## src/rtl/cam_match_reader.sv

```systemverilog
// cam_match_reader: search-side front end for an 8-entry combinational CAM.
// It registers a search key onto the CAM, captures the match lines once, and
// then returns each matching address, lowest index first, one per rsp handshake.
//
// Handshake contract (both sides):
//   * A transfer happens on a rising clk edge where valid & ready are both high.
//   * valid never depends on ready.
//   * The payload is held stable while valid is high and ready is low.
//   * req_ready depends only on state and rst_n, never on rsp_ready.
module cam_match_reader #(
    parameter int ENTRIES = 8,
    parameter int KEY_W   = 8,
    parameter int ADDR_W  = 3,
    parameter int CNT_W   = 4
) (
    input  logic               clk,
    input  logic               rst_n,
    input  logic               req_valid,
    output logic               req_ready,
    input  logic [KEY_W-1:0]   req_key,
    output logic [KEY_W-1:0]   cam_key,
    input  logic [ENTRIES-1:0] srch,
    output logic               rsp_valid,
    input  logic               rsp_ready,
    output logic [ADDR_W-1:0]  rsp_addr,
    output logic               rsp_hit,
    output logic               rsp_last,
    output logic [CNT_W-1:0]   match_count,
    output logic               busy
);

    typedef enum logic [1:0] {
        IDLE   = 2'd0,
        SAMPLE = 2'd1,
        EMIT   = 2'd2
    } state_t;

    state_t             state_q, state_d;
    logic [KEY_W-1:0]   cam_key_q, cam_key_d;
    logic [ENTRIES-1:0] pending_q, pending_d;
    logic [CNT_W-1:0]   match_count_q, match_count_d;

    logic [CNT_W-1:0]   srch_pop;
    logic [ADDR_W-1:0]  low_idx;
    logic [ENTRIES-1:0] low_onehot;
    logic               multi_pending;

    // Number of match lines asserted this cycle; only used when capturing.
    always_comb begin
        srch_pop = '0;
        for (int i = 0; i < ENTRIES; i++) begin
            srch_pop = srch_pop + CNT_W'(srch[i]);
        end
    end

    // Lowest pending index, its one-hot mask, and whether more than one remains.
    // All derived from registered state so srch has no path to the rsp outputs.
    always_comb begin
        low_idx = '0;
        for (int i = ENTRIES - 1; i >= 0; i--) begin
            if (pending_q[i]) begin
                low_idx = ADDR_W'(i);
            end
        end
        low_onehot    = pending_q & (~pending_q + ENTRIES'(1));
        multi_pending = |(pending_q & (pending_q - ENTRIES'(1)));
    end

    // Next-state and register updates for the IDLE -> SAMPLE -> EMIT sequence.
    always_comb begin
        state_d       = state_q;
        cam_key_d     = cam_key_q;
        pending_d     = pending_q;
        match_count_d = match_count_q;
        unique case (state_q)
            IDLE: begin
                if (req_valid) begin
                    cam_key_d = req_key;
                    state_d   = SAMPLE;
                end
            end
            SAMPLE: begin
                // CAM is combinational: srch already reflects cam_key_q here.
                pending_d     = srch;
                match_count_d = srch_pop;
                state_d       = EMIT;
            end
            EMIT: begin
                if (rsp_ready) begin
                    pending_d = pending_q & ~low_onehot;
                    if (!multi_pending) begin
                        state_d = IDLE;
                    end
                end
            end
            default: begin
                state_d = IDLE;
            end
        endcase
    end

    // State register; synchronous reset aborts any search in flight.
    always_ff @(posedge clk) begin
        if (!rst_n) begin
            state_q       <= IDLE;
            cam_key_q     <= '0;
            pending_q     <= '0;
            match_count_q <= '0;
        end else begin
            state_q       <= state_d;
            cam_key_q     <= cam_key_d;
            pending_q     <= pending_d;
            match_count_q <= match_count_d;
        end
    end

    // Output decode; an empty capture yields one no-hit, last response at addr 0.
    always_comb begin
        req_ready   = rst_n && (state_q == IDLE);
        busy        = (state_q != IDLE);
        rsp_valid   = (state_q == EMIT);
        rsp_addr    = low_idx;
        rsp_hit     = |pending_q;
        rsp_last    = !multi_pending;
        cam_key     = cam_key_q;
        match_count = match_count_q;
    end

endmodule
```

## config.mk

```make
export PLATFORM = sky130hd
export DESIGN_NAME = cam_match_reader
export DESIGN_NICKNAME = d
export VERILOG_FILES = /design/src/rtl/cam_match_reader.sv
export SDC_FILE = /design/constraint.sdc
export NUM_CORES = 1
export LEC_CHECK = 0
export CAP_MARGIN = 25
export CORE_MARGIN = 1
export CORE_UTILIZATION = 42
export CTS_CLUSTER_DIAMETER = 60
export CTS_CLUSTER_SIZE = 30
export DETAILED_ROUTE_END_ITERATION = 8
export PLACE_DENSITY = 0.83
export SYNTH_ARGS = -nofsm -noshare
export SYNTH_HDL_FRONTEND = slang
export SYNTH_SLANG_ARGS = --single-unit
```

## constraint.sdc

```tcl
create_clock -name clk -period 2.6 [get_ports clk]
set_clock_uncertainty 0.1 [all_clocks]
set_input_delay 0.26 -clock clk [delete_from_list [all_inputs] [get_ports clk]]
set_output_delay 0.26 -clock clk [all_outputs]
set_load 0.005 [all_outputs]
```

Word level (Yosys, flattened, before mapping)
Index checks and enable logic that the tools add are counted.

Add/subtract/negate cells: 9. Eq/ne operators: 5. Muxes and demuxes: 14. Bitwise gates (word level): 5. Reduce and logical (&&, ||, !) cells: 10.

Operators with widths (count): bitwise AND 8 bit (3); two-way mux 3 bit (8); adder 4 x 1 -> 4 bit (4); NOT 8 bit (2); case mux 8 bit (2 select lines) (1); OR reduction 8 bit (2); adder 8 x 1 -> 8 bit, second input constant (1); two-way mux 8 bit (1); subtractor 8 x 1 -> 8 bit, second input constant (1); two-way mux 2 bit (3); case mux 2 bit (3 select lines) (1); adder 3 x 1 -> 4 bit (1); inequality test 2 bit, second input constant (2); AND reduction 2 bit (2); nonzero test 2 bit (2); adder 2 x 1 -> 3 bit (1); AND reduction 3 bit (1); adder 1 x 1 -> 2 bit (1); equality test 2 x 1 -> 1 bit, second input constant (1); equality test 2 bit, second input constant (1); logical NOT 2 bit (1); inequality test 2 x 1 -> 1 bit, second input constant (1); logical AND 1 bit (1); logical NOT 1 bit (1).

Register bits after elaboration: 22. Output and inout port bits: 20.

Logic depth before layout (Yosys ltp)
Gate-level depths: netlist of the first run.

Depth after elaboration: 8. Depth in mapped cells: 11.

Worst setup path after synthesis of the first run
No wires, ideal clock.

Kind: input -> register. Start point: in srch[0]. End point: reg match_count_q[2] (netlist: match_count[2]). Arrival: 2626 ps. Path slack: -241 ps. Stages on the path: 11. Path buffers: 0. Cell sequence: inv_1 fa_1 fa_1 fa_1 inv_1 ha_1 inv_1 fa_1 xor2_1 o21ai_0 and2_1.

Word-level cells in the longest chain between the ends: 7.

RTL lines: start: declaration (RTL line 22) `input logic [ENTRIES-1:0] srch,`; adder 1 x 1 -> 2 bit (RTL line 52) `srch_pop = srch_pop + CNT_W'(srch[i]);`; adder 2 x 1 -> 3 bit (RTL line 52); adder 3 x 1 -> 4 bit (RTL line 52); adder 4 x 1 -> 4 bit (4 in series) (RTL line 52); end signal: assignment (RTL line 113) `match_count_q <= match_count_d;`; end: declaration (RTL line 41) `logic [CNT_W-1:0] match_count_q, match_count_d;`.

Every way passes these cells. A chain may end at the register's enable or synchronous reset.

Worst setup path in the final report of the first run
Start point: in srch[1]. End point: reg match_count_q[1] (netlist: match_count[1]).

Same word-level chain as after synthesis.

==> impl_metrics.py, run 1 <==
metrics = {
    "final_layout": {
        "fin_area_mm2": 0.00178,
        "fin_nets": 226,
        "syn_to_final_growth_pct": 36.7,
        "stdcell_count": 228,
        "drive_above_1_share_pct": 14.2,
        "n_antenna_cell": 0,
    },
    "synth": {
        "yosysUniqueCellTypes": 39,
        "synth_edf_count": 0,
        "syn_inst": 157,
        "synth_top_cells_by_area": "dfxtp_1, nand2_1, a21boi_0",
        "ys_async_sr_fraction_pct": 0,
        "synth-seq-cells": 22,
        "ys_warn_count": 0,
        "synth_seq_area_share_pct": 33.7,
        "synthFlopType": "dfxtp_1",
        "synth_top_cells_by_count": "nand2_1, dfxtp_1, inv_1",
        "synth_nets": 184,
        "synth_top_area_cell": "dfxtp_1",
        "yosysTopAreaCellShare_pct": 33.7,
        "yosysMostFrequentCell": "nand2_1",
        "syn_area_mm2": 0.00131,
        "syn_avg_cell_area_um2": 8.31,
    },
    "place": {
        "dp_cells": 222,
        "dpl-instance-area_mm2": 0.00173,
        "port_buffers": 39,
        "place_ws_ns": -0.994,
        "dp_hpwl_um": 2510,
        "place_congestion": 0.761,
    },
    "timing": {
        "finalCriticalPeriod_ns": 2.73,
        "rsz0062_at_grt": "yes",
        "max_freq_mhz": 367,
        "final_max_slew_viol_count": 0,
        "max_slew.worst_pin.slew_ns": 0.510,
        "layout_setup_ws_ns": -0.126,
        "hold_viol": 0,
        "finalSetupViolations": 2,
        "fin_crit_sh_pct": 105,
        "whs_ns": 0.188,
        "relSlewSlack_pct": 65.8,
    },
    "floorplan": {
        "fp.dieW_um": 57.7,
        "core_mm2": 0.00285,
        "die_y_um": 57.7,
        "ios": 40,
        "dieArea_mm2": 0.00333,
        "std_cell_rows": 19,
        "start_util_pct": 45.7,
    },
    "critical_path": {
        "crit_family": "adder cells",
        "path_buf_inv": 4,
        "start_kind": "primary input",
        "crit_type": "primary input to flip-flop",
        "arrival_ns": 2.84,
        "cp_slowest_cell": "fa_1",
        "endpoint_kind": "flip-flop",
        "crit_required_ns": 2.72,
        "max_stage_delay_ns": 0.55,
        "crit_fanout": 2,
        "crit_top_cell": "fa_1",
        "cp_cell_sequence": "buf_8 > inv_8 > fa_1 > fa_1 > fa_1 > inv_1 > ha_2 > inv_2 > fa_2 > nand2_2 > o211a_1",
    },
    "cts": {
        "hold_buffers": 0,
        "cts_buffers": 3,
        "htree_levels": 1,
        "clock-sinks": 22,
        "clkTransAtPathRegs_ns": 0.12,
        "cts_buffer_depth": 2,
        "cts_tree": "done",
        "cts_root_buf": "clkbuf_4",
        "insertion_delay_ns": 0.31,
    },
    "pwr": {
        "pwr-share-clk_pct": 17.4,
        "p_leak_nw": 0.729,
        "p_seq_share_pct": 44.6,
        "vdd_drop_max_mv": 0.255,
        "p_int_w": 0.000608,
        "switching_share_pct": 30.8,
        "p_per_area_mw_per_mm2": 493,
        "switchingPower_w": 0.000271,
        "combinationalPowerShare_pct": 38.0,
    },
    "global_routing": {
        "met2_usage_pct": 40.2,
        "met1_usage_pct": 21.2,
        "grt_pass1_wl_um": 5490,
        "met3_usage_pct": 4.46,
        "busiest_layer": "met2",
        "grt_max_degree": 23,
        "grt_usage_pct": 21.4,
        "grt_pass1_vias": 1340,
        "grt_antenna_before_repair": 0,
        "grt-ovfl-total": 0,
    },
    "detailed_routing": {
        "vias": 1275,
        "routed_wl_um": 3330,
        "drc": 2,
        "viasPerCell": 5.59,
        "wl_per_cell_um": 14.6,
        "ant_nets": 0,
        "drtIter0Drc": 57,
        "drt-pass1-iter-count": 6,
    },
    "outcome": {
        "outcome": "finished, violations left",
        "violations": "design-rule violations, negative setup slack",
    },
    "run": {
        "drv_cap": 0,
    },
    "worst_hold_path": {
        "hp-class": "primary input to flip-flop",
    },
}
## layout by cell type, fill, tap and decap left out, types with 2 or more instances in the layout
| master | instances |
|---|---|
| clkdlybuf4s50_1 | 35 |
| nand2_1 | 27 |
| dfxtp_1 | 21 |
| inv_1 | 13 |
| a21boi_0 | 13 |
| buf_4 | 8 |
| o21ai_0 | 7 |
| a21oi_1 | 6 |
| and2_1 | 5 |
| nor2_1 | 4 |
| nor3_1 | 4 |
| nand2b_1 | 3 |
| inv_2 | 3 |
| or3_1 | 3 |
| o221ai_1 | 3 |
| fa_1 | 3 |
| clkbuf_4 | 3 |
| a221o_1 | 2 |
| o21ai_1 | 2 |
| ha_1 | 2 |
| buf_6 | 2 |
## final cells by class
class,count,area [um2]
inverters,17,71.3
fillers,253,1070
multi-input cells,107,748
clock buffers,3,22.5
flip-flops and latches,22,442
well taps,31,38.8
repair buffers,48,462
## path summary, 6_finish.rpt
check,startpoint,end,slack [ns],cells after the start
setup / recovery,srch[1],match_count[1]$_SDFFE_PN0P_,-0.13,11
hold reg to reg,cam_key[2]$_SDFFE_PN0P_,cam_key[2]$_SDFFE_PN0P_,0.37,2
setup reg to reg,pending_q[2]$_SDFFE_PN0P_,state_q[1]$_SDFFE_PN0P_,0.78,5
hold / removal,srch[0],pending_q[0]$_SDFFE_PN0P_,0.19,3
## routing by layer
metal	share of wire [%]	vias up
met2	52	65
met5	0	-
met1	37	583
met4	3.2	0
met3	7.8	13
li1	-	614
## state kept, by name, indices dropped and copies added, names as in the netlist
register and flops:
cam_key 8, state_q 2, match_count 4, pending_q 8
## cells by family after synthesis
logic type | share of synthesized area (%)
AOI/OAI and AO/OA | 25.6
xor gates and xnor gates | 0.671
adders and majority gates | 9.78
buffers and inverters | 9.88
DFF | 33.7
muxes | 1.63
and+or+nand+nor | 18.7
## power by group through the flow
| stage | logic [W] | registers (W) | clock network [W] |
|---|---|---|---|
| finish | 0.000334 | 0.000392 | 0.000153 |
| global route | 0.000368 | 0.000397 | 0.000173 |
| CTS | 0.000331 | 0.000392 | 0.000163 |
| detailed placement | 0.000313 | 0.000398 | 0 |
| global placement | 0.000298 | 0.000395 | 0 |
| floorplan | 0.000194 | 0.000385 | 0 |
## what timing repair did
action	4_1_cts	5_1_grt
gates resized for setup	21	2
pin swaps	9	5
setup endpoints to repair	5	2
setup buffers	3	0
## tightest hold or removal path, cell delays in order
cell	delay [ns]
buf_6	0.07
o221ai_1	0.11
a21oi_1	0.11
## per-stage QoR
step | total power [W] | TNS [ns] | utilization, %
finish | 0.000879 | -0.219 | 62.5
detailed placement | 0.000711 | -3.17 | 60.5
CTS | 0.000886 | -0.371 | 62.3
global route | 0.000937 | -0.329 | 62.5
floorplan | 0.000578 | -0.440 | -
global placement | 0.000693 | -2.83 | 60.5
(Power assumes the default switching activity.)
==> inputs of run 2 (changes only) <==
SLEW_MARGIN = 20   (was default)
==> results of run 2 <==
The final DEF is identical to that of run 1; final timing and power are the same.
